$ cat config.mk
export PLATFORM = sky130hd
export DESIGN_NAME = servo_pwm_gen
export DESIGN_NICKNAME = d
export VERILOG_FILES = /design/src/rtl/servo_pwm_gen.sv
export SDC_FILE = /design/constraint.sdc
export NUM_CORES = 1
export LEC_CHECK = 0
export CAP_MARGIN = 10
export CELL_PAD_IN_SITES_DETAIL_PLACEMENT = 1
export CELL_PAD_IN_SITES_GLOBAL_PLACEMENT = 1
export CORE_AREA = 3 3 105 107
export CTS_BUF_LIST = sky130_fd_sc_hd__clkbuf_16
export DETAILED_ROUTE_END_ITERATION = 10
export DIE_AREA = 0 0 108 110
export DONT_BUFFER_PORTS = 1
export PLACE_DENSITY_LB_ADDON = 0.1
export SLEW_MARGIN = 20
export SYNTH_ARGS = -nofsm -noshare
export SYNTH_HDL_FRONTEND = slang
export SYNTH_SLANG_ARGS = --single-unit
$ cat constraint.sdc
create_clock -name clk -period 7.6 [get_ports clk]
set_input_delay 1.14 -clock clk [delete_from_list [all_inputs] [get_ports clk]]
set_output_delay 1.14 -clock clk [all_outputs]
set_load 0.02 [all_outputs]
$ cat src/rtl/servo_pwm_gen.sv
// Servo PWM generator: detects period starts on a shared timebase, slews the pulse width
// toward a direction-selected target once per period, and drives a registered pulse (1-cycle lag).
module servo_pwm_gen #(
  parameter int STOP_W    = 150_000,
  parameter int CW_W      = 200_000,
  parameter int CCW_W     = 100_000,
  parameter int SLEW_STEP = 25_000
) (
  input  logic        clk,
  input  logic        reset,
  input  logic [20:0] count_in,
  input  logic        motor_reset,
  input  logic        motor_direction,
  output logic        pwm,
  output logic [17:0] pulse_width,
  output logic        period_start
);

  localparam logic [17:0] LP_STOP = 18'(STOP_W);
  localparam logic [17:0] LP_CW   = 18'(CW_W);
  localparam logic [17:0] LP_CCW  = 18'(CCW_W);
  localparam logic [17:0] LP_SLEW = 18'(SLEW_STEP);

  typedef enum logic [1:0] {S_IDLE, S_HIGH, S_LOW} state_t;

  state_t      r_state;
  state_t      w_state_nxt;
  logic [20:0] r_count_prev;
  logic        r_pwm;
  logic        r_start;
  logic [17:0] r_width;

  logic        w_start;
  logic [17:0] w_target;
  logic [17:0] w_width_new;
  logic [17:0] w_width_nxt;
  logic        w_pwm_nxt;

  // A wrap that skips 0 (timebase shortened) still counts as a new period.
  assign w_start  = (count_in == 21'd0) || (count_in < r_count_prev);
  assign w_target = motor_reset ? LP_STOP : (motor_direction ? LP_CW : LP_CCW);

  // Compare before subtracting so the unsigned arithmetic never wraps.
  always_comb begin
    w_width_new = w_target;
    if (LP_SLEW != 18'd0) begin
      if (w_target >= r_width) begin
        if ((w_target - r_width) > LP_SLEW) w_width_new = r_width + LP_SLEW;
      end else if ((r_width - w_target) > LP_SLEW) begin
        w_width_new = r_width - LP_SLEW;
      end
    end
  end

  always_comb begin
    w_state_nxt = r_state;
    w_pwm_nxt   = 1'b0;
    w_width_nxt = r_width;
    if (w_start) begin
      // Every state, HIGH included, restarts the period on a start edge.
      w_width_nxt = w_width_new;
      if (w_width_new == 18'd0) begin
        w_state_nxt = S_LOW;
      end else begin
        w_state_nxt = S_HIGH;
        w_pwm_nxt   = 1'b1;
      end
    end else begin
      case (r_state)
        S_IDLE: w_state_nxt = S_IDLE;
        S_HIGH: begin
          if (count_in >= {3'b000, r_width}) begin
            w_state_nxt = S_LOW;
          end else begin
            w_pwm_nxt = 1'b1;
          end
        end
        S_LOW:   w_state_nxt = S_LOW;
        default: w_state_nxt = S_IDLE;
      endcase
    end
  end

  always_ff @(posedge clk or posedge reset) begin
    if (reset) begin
      r_state      <= S_IDLE;
      r_count_prev <= 21'd0;
      r_pwm        <= 1'b0;
      r_start      <= 1'b0;
      r_width      <= LP_STOP;
    end else begin
      r_state      <= w_state_nxt;
      r_count_prev <= count_in;
      r_pwm        <= w_pwm_nxt;
      r_start      <= w_start;
      r_width      <= w_width_nxt;
    end
  end

  assign pwm          = r_pwm;
  assign pulse_width  = r_width;
  assign period_start = r_start;

endmodule

==> impl_metrics.toml, run 1 <==
[synth]
ys_ff_latch = 43
yosysUniqueCellTypes = 81
async_reset_ff_share_pct = 100
synth_area_mm2 = 0.00450
synth.mux.area_fraction_pct = 1.17
yosysWarnings = 0
syn_nets = 626
synth-xor-area-share_pct = 2.33
synthCells = 543
synth_top_family_by_area = "compound AO/OA/AOI/OAI gates"
synth_top_cell_area_share_pct = 19.5
avgSynthCellArea_um2 = 8.29
synth_edf_count = 0
synth.yosys.seq_area_share_pct = 24.1
synth-simple-area-share_pct = 20.7
synth_compound_area_share_pct = 28.8
synth_area_leader_cell = "dfrtp_1"
synth_fa_ha_area_share_pct = 16.1
synthTopCellsByArea = "dfrtp_1, ha_1, dfstp_2, inv_1, o21ai_0"
synth_ff_type = "dfrtp_1"

[sta]
min_period_ps = 5990
rsz0062_at_grt = "no"
slew_violations = 0
tightest_slew_ps = 922
fin_crit_sh_pct = 78.8
fin_tns_setup_ps = 0
fin_skew_ps = 7.33
max_freq_mhz = 167
setup-violations-final = 0
holdWs_ps = 624
slew_headroom_pct = 38.5
report.final.hold_viol_count = 0

[clock_network]
h-tree-depth = 2
root_buffer = "clkbuf_16"
cts_made_buffers = 5
cts_tree = "built"
postCtsHoldBufs = 0
insertion_delay_ps = 280
clkTransAtPathRegs_ps = 60
clock_path_buffers = 2
clock-sinks = 43
ctsResizeCount = 0
post_cts_buffers = 0

[placement]
io_buffer_count = 0
place_congestion = 0.922
placedCellCount = 655
dp_hpwl_um = 11300
placed_cell_area_mm2 = 0.00457

[cells_and_area]
fin_nets = 609
drive_gt1_share_pct = 6.64
n_antenna_cell = 0
finalNonFillerCells = 663
area_growth_pct = 5.64
final_cell_area_mm2 = 0.00476

[pwr]
p_sw_share_pct = 53.4
power_frac_comb_pct = 66.6
p_int_uw = 1090
ir_worst_vdd_mv = 0.220
pwr_density_cell_mw_per_mm2 = 492
seq_power_share_pct = 21.6
p_clk_share_pct = 11.8
p_leak_uw = 0.00219
power_switching_uw = 1250

[die]
initial_core_util_pct = 44.0
die_w_um = 108
core_mm2 = 0.0102
die_h_um = 110
io_pins = 45
die_area_mm2 = 0.0119
rows = 37

[global_routing]
first_global_vias = 4386
busiest_layer = "met2"
gr-usage-met2_pct = 44.2
track_usage_pct = 24.6
grt_pass1_wl_um = 23100
antenna_found_initial = 0
grt_util_met1_pct = 30.4
grt_max_degree = 44
gr-usage-met3_pct = 3.26
gr-total-overflow = 0

[drt]
drt-initial-drc-count = 326
vias_per_cell = 6.40
routed_wl_um = 14500
vias = 4241
drt_first_pass_iters = 5
drc = 0
ant_nets = 0
post_drt_wl_per_cell_um = 21.9

[setup_path]
start_kind = "primary input"
cp_max_fo = 17
end_kind = "register"
cp_data_required_time_ps = 7720
worstPathArrival_ps = 6110
worstSetupPathType = "in -> reg"

[min_path]
hold_class = "reg -> reg"

[run]
max_cap_viol_count = 0

[status]
status = "finished clean"
-- power by group through the flow --
stage | clock, uW | sequential [uW] | combinational, uW
5_1_grt | 291 | 520 | 1720
3_3_place_gp | 0 | 506 | 1490
3_5_place_dp | 0 | 509 | 1520
2_1_floorplan | 0 | 420 | 1220
4_1_cts | 281 | 505 | 1540
6_report | 276 | 505 | 1560
-- final timing paths --
kind / slack, ps / depth (start not counted) / start / endpoint
max in group asynchronous: 6090 / 1 / reset / r_count_prev[4]$_DFF_PP0_
setup reg to reg: 1940 / 13 / pulse_width[7]$_DFFE_PP1P_ / pwm$_DFF_PP0_
setup / recovery: 1610 / 14 / motor_reset / pwm$_DFF_PP0_
hold reg to reg: 620 / 3 / r_state[0]$_DFFE_PP0P_ / r_state[0]$_DFFE_PP0P_
hold / removal: 620 / 3 / r_state[0]$_DFFE_PP0P_ / r_state[0]$_DFFE_PP0P_
min in group asynchronous: 930 / 1 / reset / r_count_prev[16]$_DFF_PP0_
-- flip-flops by register name (all words and copies together), names as in the netlist --
name          flops
r_state           2
r_count_prev     21
pwm               1
pulse_width      18
period_start      1
-- cell usage after synthesis (5+ instances only) --
cell	count
ha_1	58
inv_1	52
nand2_1	41
dfrtp_1	35
nor2_1	34
o21ai_0	31
a21oi_1	27
a21o_1	19
clkbuf_1	19
nor3_1	14
o21a_1	12
xnor2_1	11
a31oi_1	9
nand3_1	9
nand4_1	9
dfstp_2	8
a211o_1	7
a22oi_1	7
nor4_1	7
o211ai_1	7
and2_1	6
o221ai_1	6
and3_1	5
and4_1	5
nand4b_1	5
-- cells by family (layout without fill, tap and decap cells) --
logic type	Yosys count	count (layout)
flip-flops	43	43
multiplexers	5	5
AND/OR/NAND/NOR	171	171
adder cells (fa/ha/maj)	58	58
AO/OA/AOI/OAI	177	177
XOR/XNOR	12	12
buffers and inverters	77	61
-- per-layer routing --
metal | share of wire, % | routed length, um | vias up
li1 | - | - | 2009
met1 | 43 | 6310 | 2090
met2 | 49 | 7150 | 114
met3 | 4.8 | 693 | 28
met4 | 2.7 | 386 | 0
met5 | 0 | 0 | -
-- per-stage QoR --
step / setup WS, ps / total power (uW) / utilization [%]
after floorplan: 2600 / 1640 / -
after detailed placement: 1420 / 2030 / 44.6
final: 1610 / 2340 / 46.5
after CTS: 1680 / 2320 / 46.5
after global routing: 1190 / 2530 / 46.5
after global placement: 1490 / 1990 / 44.6
-- cells in the final DEF, fill, tap and decap left out, drive strengths merged, types with 3 or more instances in the layout --
cell type,netlist,final
a22o,3,3
nor3b,4,4
and3,5,5
dfrtp,35,35
nand3,10,10
a31oi,9,9
o221ai,6,6
mux2i,3,3
nor4,7,7
or3,4,4
o211ai,7,7
dfstp,8,8
o21ai,31,31
clkbuf,19,5
a21oi,27,27
nand2b,4,4
xnor2,11,11
nor3,14,14
inv,52,53
a21o,19,19
nor2,35,35
a211o,7,7
a221o,3,3
o2111ai,3,3
o21a,12,12
a22oi,8,8
nand4,9,9
nor2b,3,3
ha,58,58
a221oi,3,3
and4,5,5
nand2,41,41
and2,7,7
or2,6,6
a2111oi,6,6
nand4b,5,5
-- critical path, stage by stage --
cell and delay [ps]:
nor2_1 170, inv_1 240, ha_1 580, and4_1 350, and2_1 170, a22oi_1 90, a2111oi_0 650, o2111a_1 320
o221ai_1 420, and2_1 490, a32o_1 340, a2111oi_0 710, and4_1 370, a21oi_1 70
-- layout make-up --
type                    instances  area, um2
fillers                      1255       5480
multi-input cells             423       3110
flip-flops and latches         43       1090
inverters                      53        199
well taps                     136        170
clock buffers                   5        125
clock inverters                 3       63.8
No activity file was read; power rests on OpenSTA's default activity.
==> run 2: changes to the inputs <==
CORE_AREA = 3 3 106 108   (was 3 3 105 107)
DIE_AREA = 0 0 109 111   (was 0 0 108 110)
clock period = 5.4 ns   (was 7.6 ns; I/O delays follow)
==> impl_metrics.toml, run 2 (same netlist as run 1, synthesis figures left out) <==
[sta]
tightest_slew_ps = 931
slew_violations = 0
fin_tns_setup_ps = 0
min_period_ps = 4830
report.final.hold_viol_count = 0
slew_headroom_pct = 37.9
setup-violations-final = 0
fin_crit_sh_pct = 89.4
holdWs_ps = 549
fin_skew_ps = 3.90
rsz0062_at_grt = "no"
max_freq_mhz = 207

[clock_network]
cts_tree = "built"
postCtsHoldBufs = 0
cts_made_buffers = 5
clock_path_buffers = 2
h-tree-depth = 2
insertion_delay_ps = 280
root_buffer = "clkbuf_16"
clock-sinks = 43
ctsResizeCount = 0
clkTransAtPathRegs_ps = 60
post_cts_buffers = 0

[drt]
routed_wl_um = 14800
drc = 0
drt_first_pass_iters = 4
drt-initial-drc-count = 229
vias_per_cell = 6.35
vias = 4315
ant_nets = 0
post_drt_wl_per_cell_um = 21.8

[setup_path]
end_kind = "register"
cp_slowest_cell = "ha_1"
start_kind = "primary input"
crit_top_cell = "and4_1"
cp_max_fo = 17
path_cells = "nor2_1 -> inv_1 -> ha_1 -> and4_1 -> o211ai_1 -> a41oi_1 -> nor4_1 -> o32a_1 -> a2111oi_4 -> nor2_2 -> a221o_1 -> a2111oi_0 -> and4_1 -> a21oi_1"
cp_data_required_time_ps = 5540
critPathMaxStageDelay_ps = 570
worstPathArrival_ps = 4970
worstSetupPathType = "in -> reg"

[cells_and_area]
final_cell_mix = "ha_1, inv_1, nand2_1"
finalNonFillerCells = 680
n_antenna_cell = 0
area_growth_pct = 7.89
fin_nets = 626
final_common_cell = "ha_1"
seq_area_mm2 = 0.00109
largest_reg_flops = 21
fin_util_pct = 47.0
multi_input_comb_area_mm2 = 0.00311
drive_gt1_share_pct = 9.38
n_fill_cell = 1266
top_register = "r_count_prev"

[global_routing]
antenna_found_initial = 0
track_usage_pct = 25.2
grt_pass1_wl_um = 24100
gr-total-overflow = 0
grt_max_degree = 44
first_global_vias = 4504

[placement]
placedCellCount = 672
place_congestion = 0.907
dp_hpwl_um = 11900
io_buffer_count = 0

[pwr]
pwr_density_cell_mw_per_mm2 = 695
p_leak_uw = 0.00227
ir_worst_vdd_mv = 0.238

[run]
max_cap_viol_count = 0

[min_path]
hold_class = "in -> reg"

[die]
die_area_mm2 = 0.0121
rows = 37
die_h_um = 111
io_pins = 45
die_w_um = 109
initial_core_util_pct = 43.6
core_mm2 = 0.0103

[status]
status = "finished clean"
-- run 2: cell count changes in the layout (fill, tap and decap cells not counted) --
cell,previous run,this run
buf_4,0,17
bufinv_16,2,1
inv_1,52,53
-- run 2: path summary, 6_finish.rpt --
path	start	end	slack, ps	cells after the start
min in group asynchronous	reset	pulse_width[16]$_DFFE_PP0P_	610	1
hold reg to reg	r_state[0]$_DFFE_PP0P_	r_state[0]$_DFFE_PP0P_	620	3
max in group asynchronous	reset	pulse_width[10]$_DFFE_PP0P_	4210	1
setup reg to reg	pulse_width[4]$_DFFE_PP1P_	pwm$_DFF_PP0_	710	13
hold / removal	count_in[2]	r_count_prev[2]$_DFF_PP0_	550	0
setup / recovery	motor_reset	pwm$_DFF_PP0_	570	14
-- run 2: final cells by class --
cell class	count	area share [%]
clock buffers	5	2.58
clock inverters	3	0.773
inverters	53	4.10
multi-input cells	423	64.1
flip-flops and latches	43	22.4
well taps	136	3.50
repair buffers	17	2.63
-- run 2: per-layer routing --
layer	up-vias	wire length, um	GRT usage (%)
li1	2032	-	-
met1	2147	6310	32.1
met2	108	7460	43.6
met3	28	671	3.26
met4	0	386	7.58
met5	-	0	0
-- run 2: per-stage QoR --
step	worst slack, ps	cell area (um2)	power (uW)
finish	572	4860	3370
floorplan	732	4500	2310
detailed placement	339	4690	3020
global route	231	4860	3670
CTS	625	4860	3370
global placement	507	4690	2950
-- run 2: worst max-delay path: cells and delay by family --
kind                     cells  cell delay (ps)
buffers and inverters        1              220
AND/OR/NAND/NOR              5             1060
AO/OA/AOI/OAI                7             2290
adder cells (fa/ha/maj)      1              570
-- run 2: report_power, final --
part           switching (uW)  leakage [uW]  total (uW)  internal (uW)
Combinational            1460       0.00168        2410            943
Clock                     122     0.0000864         337            215
Sequential                196      0.000497         629            432
==> RTL change: new RTL, config.mk and constraints of run 1 <==
Encoding of `state_t`: now one-hot (3 bits for 3 states).
--- a/src/rtl/servo_pwm_gen.sv
+++ b/src/rtl/servo_pwm_gen.sv
@@ -21,7 +21,7 @@
   localparam logic [17:0] LP_CCW  = 18'(CCW_W);
   localparam logic [17:0] LP_SLEW = 18'(SLEW_STEP);
 
-  typedef enum logic [1:0] {S_IDLE, S_HIGH, S_LOW} state_t;
+  typedef enum logic [2:0] {S_IDLE = 3'b001, S_HIGH = 3'b010, S_LOW = 3'b100} state_t;
 
   state_t      r_state;
   state_t      w_state_nxt;
Function: no difference found for any inputs over 10 cycles, from zero or initial values and one cycle with reset high; not proved beyond that.
==> RTL change against run 1 <==
Combinational power is 5% higher; critical path depth unchanged; wire length grew 8.4%; power grew 3.9%; synthesized area is 1.1% higher; final area is 1.1% higher; fmax up 10%; sequential cell count rose by 1; count of clock-buffer cells in the layout stayed put; highest routed layer unchanged; largest cell class unchanged; critical endpoint is now r_state[1]$_DFFE_PP0P_; die area did not move; worst setup slack improved by 0.57 ns.
==> RTL change: results (changes against run 1) <==
buffer share of cell area=0.937% (+0.94 points); Post-Synth Adder-Cell Area=15.7% (-0.44 points); Commonest cells post-synth=ha_1 (57), inv_1 (47), nand2_1 (36); final wirelength=15800 um (+8.4%); Non-clock buffers=6 (+6); Worst path slowest cell=a32o_1; Via Count=4326 (+2.0%); clk_skew=0.00484 ns (-0.00249 ns); largest net degree at the start of global routing=45 (+2.3%); Routed met2 length=7180 um (+0.36%); Synth cell types=73 (-9.9%); routing usage on met3=4.48% (+1.2 points); GR Util met1=37.6% (+7.2 points); FF+latch area=1110 um2 (+2.4%); Biggest register=r_count_prev; port buffer count=0 (unchanged); syn_nets=630 (+0.64%); Clk Latency, worst-skew pair=0.30 ns (+0.02 ns); multi-input gates=428 (+1.2%); Worst path max stage delay=0.62 ns (-0.09 ns); Max-Slew Margin vs Limit=35.6% (-3.0 points); Clock-cell share=3.49% (-0.48 points); Inverters=49 (-7.5%); postcts setup bufs=0 (unchanged); FF+latch count=44 (+2.3%); CTS clk-pin slew, worst paths=0.07 ns; Root Driver=clkbuf_16; status=complete, no violations; fill count=1253 (-0.16%); Lkg Pwr=2.08 nW (-5.3%); Compound-Gate Fraction of Synth Area=26.7% (-2.1 points); share of the yosys chip area belonging to registers=24.4% (+0.33 points); hpwl dp=12000 um (+6.4%); Worst Path Max Fanout=12 (-5); synth top area cells=dfrtp_1 (19%), ha_1 (16%), dfstp_2 (5.2%), inv_1 (3.9%), xnor2_1 (3.9%); post-CTS sizing=0 (unchanged); nets@finish=616 (+1.1%); main combinational cell family by area after synthesis=compound AO/OA/AOI/OAI gates; GRT Total Usage=27.3% (+2.8 points); mux cell area share after synthesis=1.32% (+0.15 points); peak supply drop=0.283 mV (+29%); XOR/XNOR Fraction of Synth Area=4.43% (+2.1 points); Worst Path Arrival=5.61 ns (-0.50 ns); share of cells above drive strength 1=8.41% (+1.8 points); drt initial violations=272 (-17%); area of the multi-input gates=3130 um2 (+0.52%); vias in the first global route=4398 (+0.27%); combinational share of power=67.7% (+1.1 points); yosys warns=0 (unchanged); grt met2 use=44.0% (-0.22 points); Power Sequential=527 uW (+4.4%); reported net switching power=1.33 mW (+6.6%); first-pass GRT wire length=25100 um (+8.4%); met1 WL=7370 um (+17%); WL met3=827 um (+19%); RePlAce Congestion=0.954 (+3.5%); initial antenna violation count=0 (unchanged)
## RTL change: cell types whose count changed after synthesis, sizes merged, moves of 5 or more
cell and change:
nand3 +9, o21ai -10, a21oi +6, a311oi +6, nor2b +6, xnor2 +9
a211oi +11, nand2 -5, a21o -5, o22ai +5
## RTL change: path summary, 6_finish.rpt
| kind | startpoint | to | slack [ns] | cells past startpoint |
|---|---|---|---|---|
| setup / recovery | motor_reset | r_state[1]$_DFFE_PP0P_ | 2.18 | 14 |
| hold / removal | r_state[0]$_DFFE_PP1P_ | r_state[0]$_DFFE_PP1P_ | 0.56 | 2 |
| setup reg to reg | pulse_width[6]$_DFFE_PP1P_ | r_state[1]$_DFFE_PP0P_ | 2.24 | 13 |
| hold reg to reg | r_state[0]$_DFFE_PP1P_ | r_state[0]$_DFFE_PP1P_ | 0.56 | 2 |
| max in group asynchronous | reset | pulse_width[13]$_DFFE_PP0P_ | 6.07 | 1 |
| min in group asynchronous | reset | r_count_prev[4]$_DFF_PP0_ | 0.94 | 1 |
## RTL change: worst reg2reg max path, delay by kind of cell (launching register included)
kind | cells | cell delay [ns]
compound gates | 7 | 2.35
fa+ha+maj | 1 | 0.56
mux | 1 | 0.36
simple gates | 3 | 0.78
flops | 1 | 0.78
buf+inv | 1 | 0.42
## RTL change: metrics by stage
step / instances / setup WS [ns] / total power, mW / cell area (um2) / utilization (%)
detailed placement: 662 / 1.77 / 2.13 / 4630 / 45.3
global route: 671 / 1.93 / 2.61 / 4810 / 47.0
finish: 671 / 2.18 / 2.43 / 4810 / 47.0
global placement: 662 / 1.95 / 2.09 / 4630 / 45.3
floorplan: 548 / 2.63 / 1.69 / 4550 / -
CTS: 670 / 2.08 / 2.40 / 4800 / 46.9
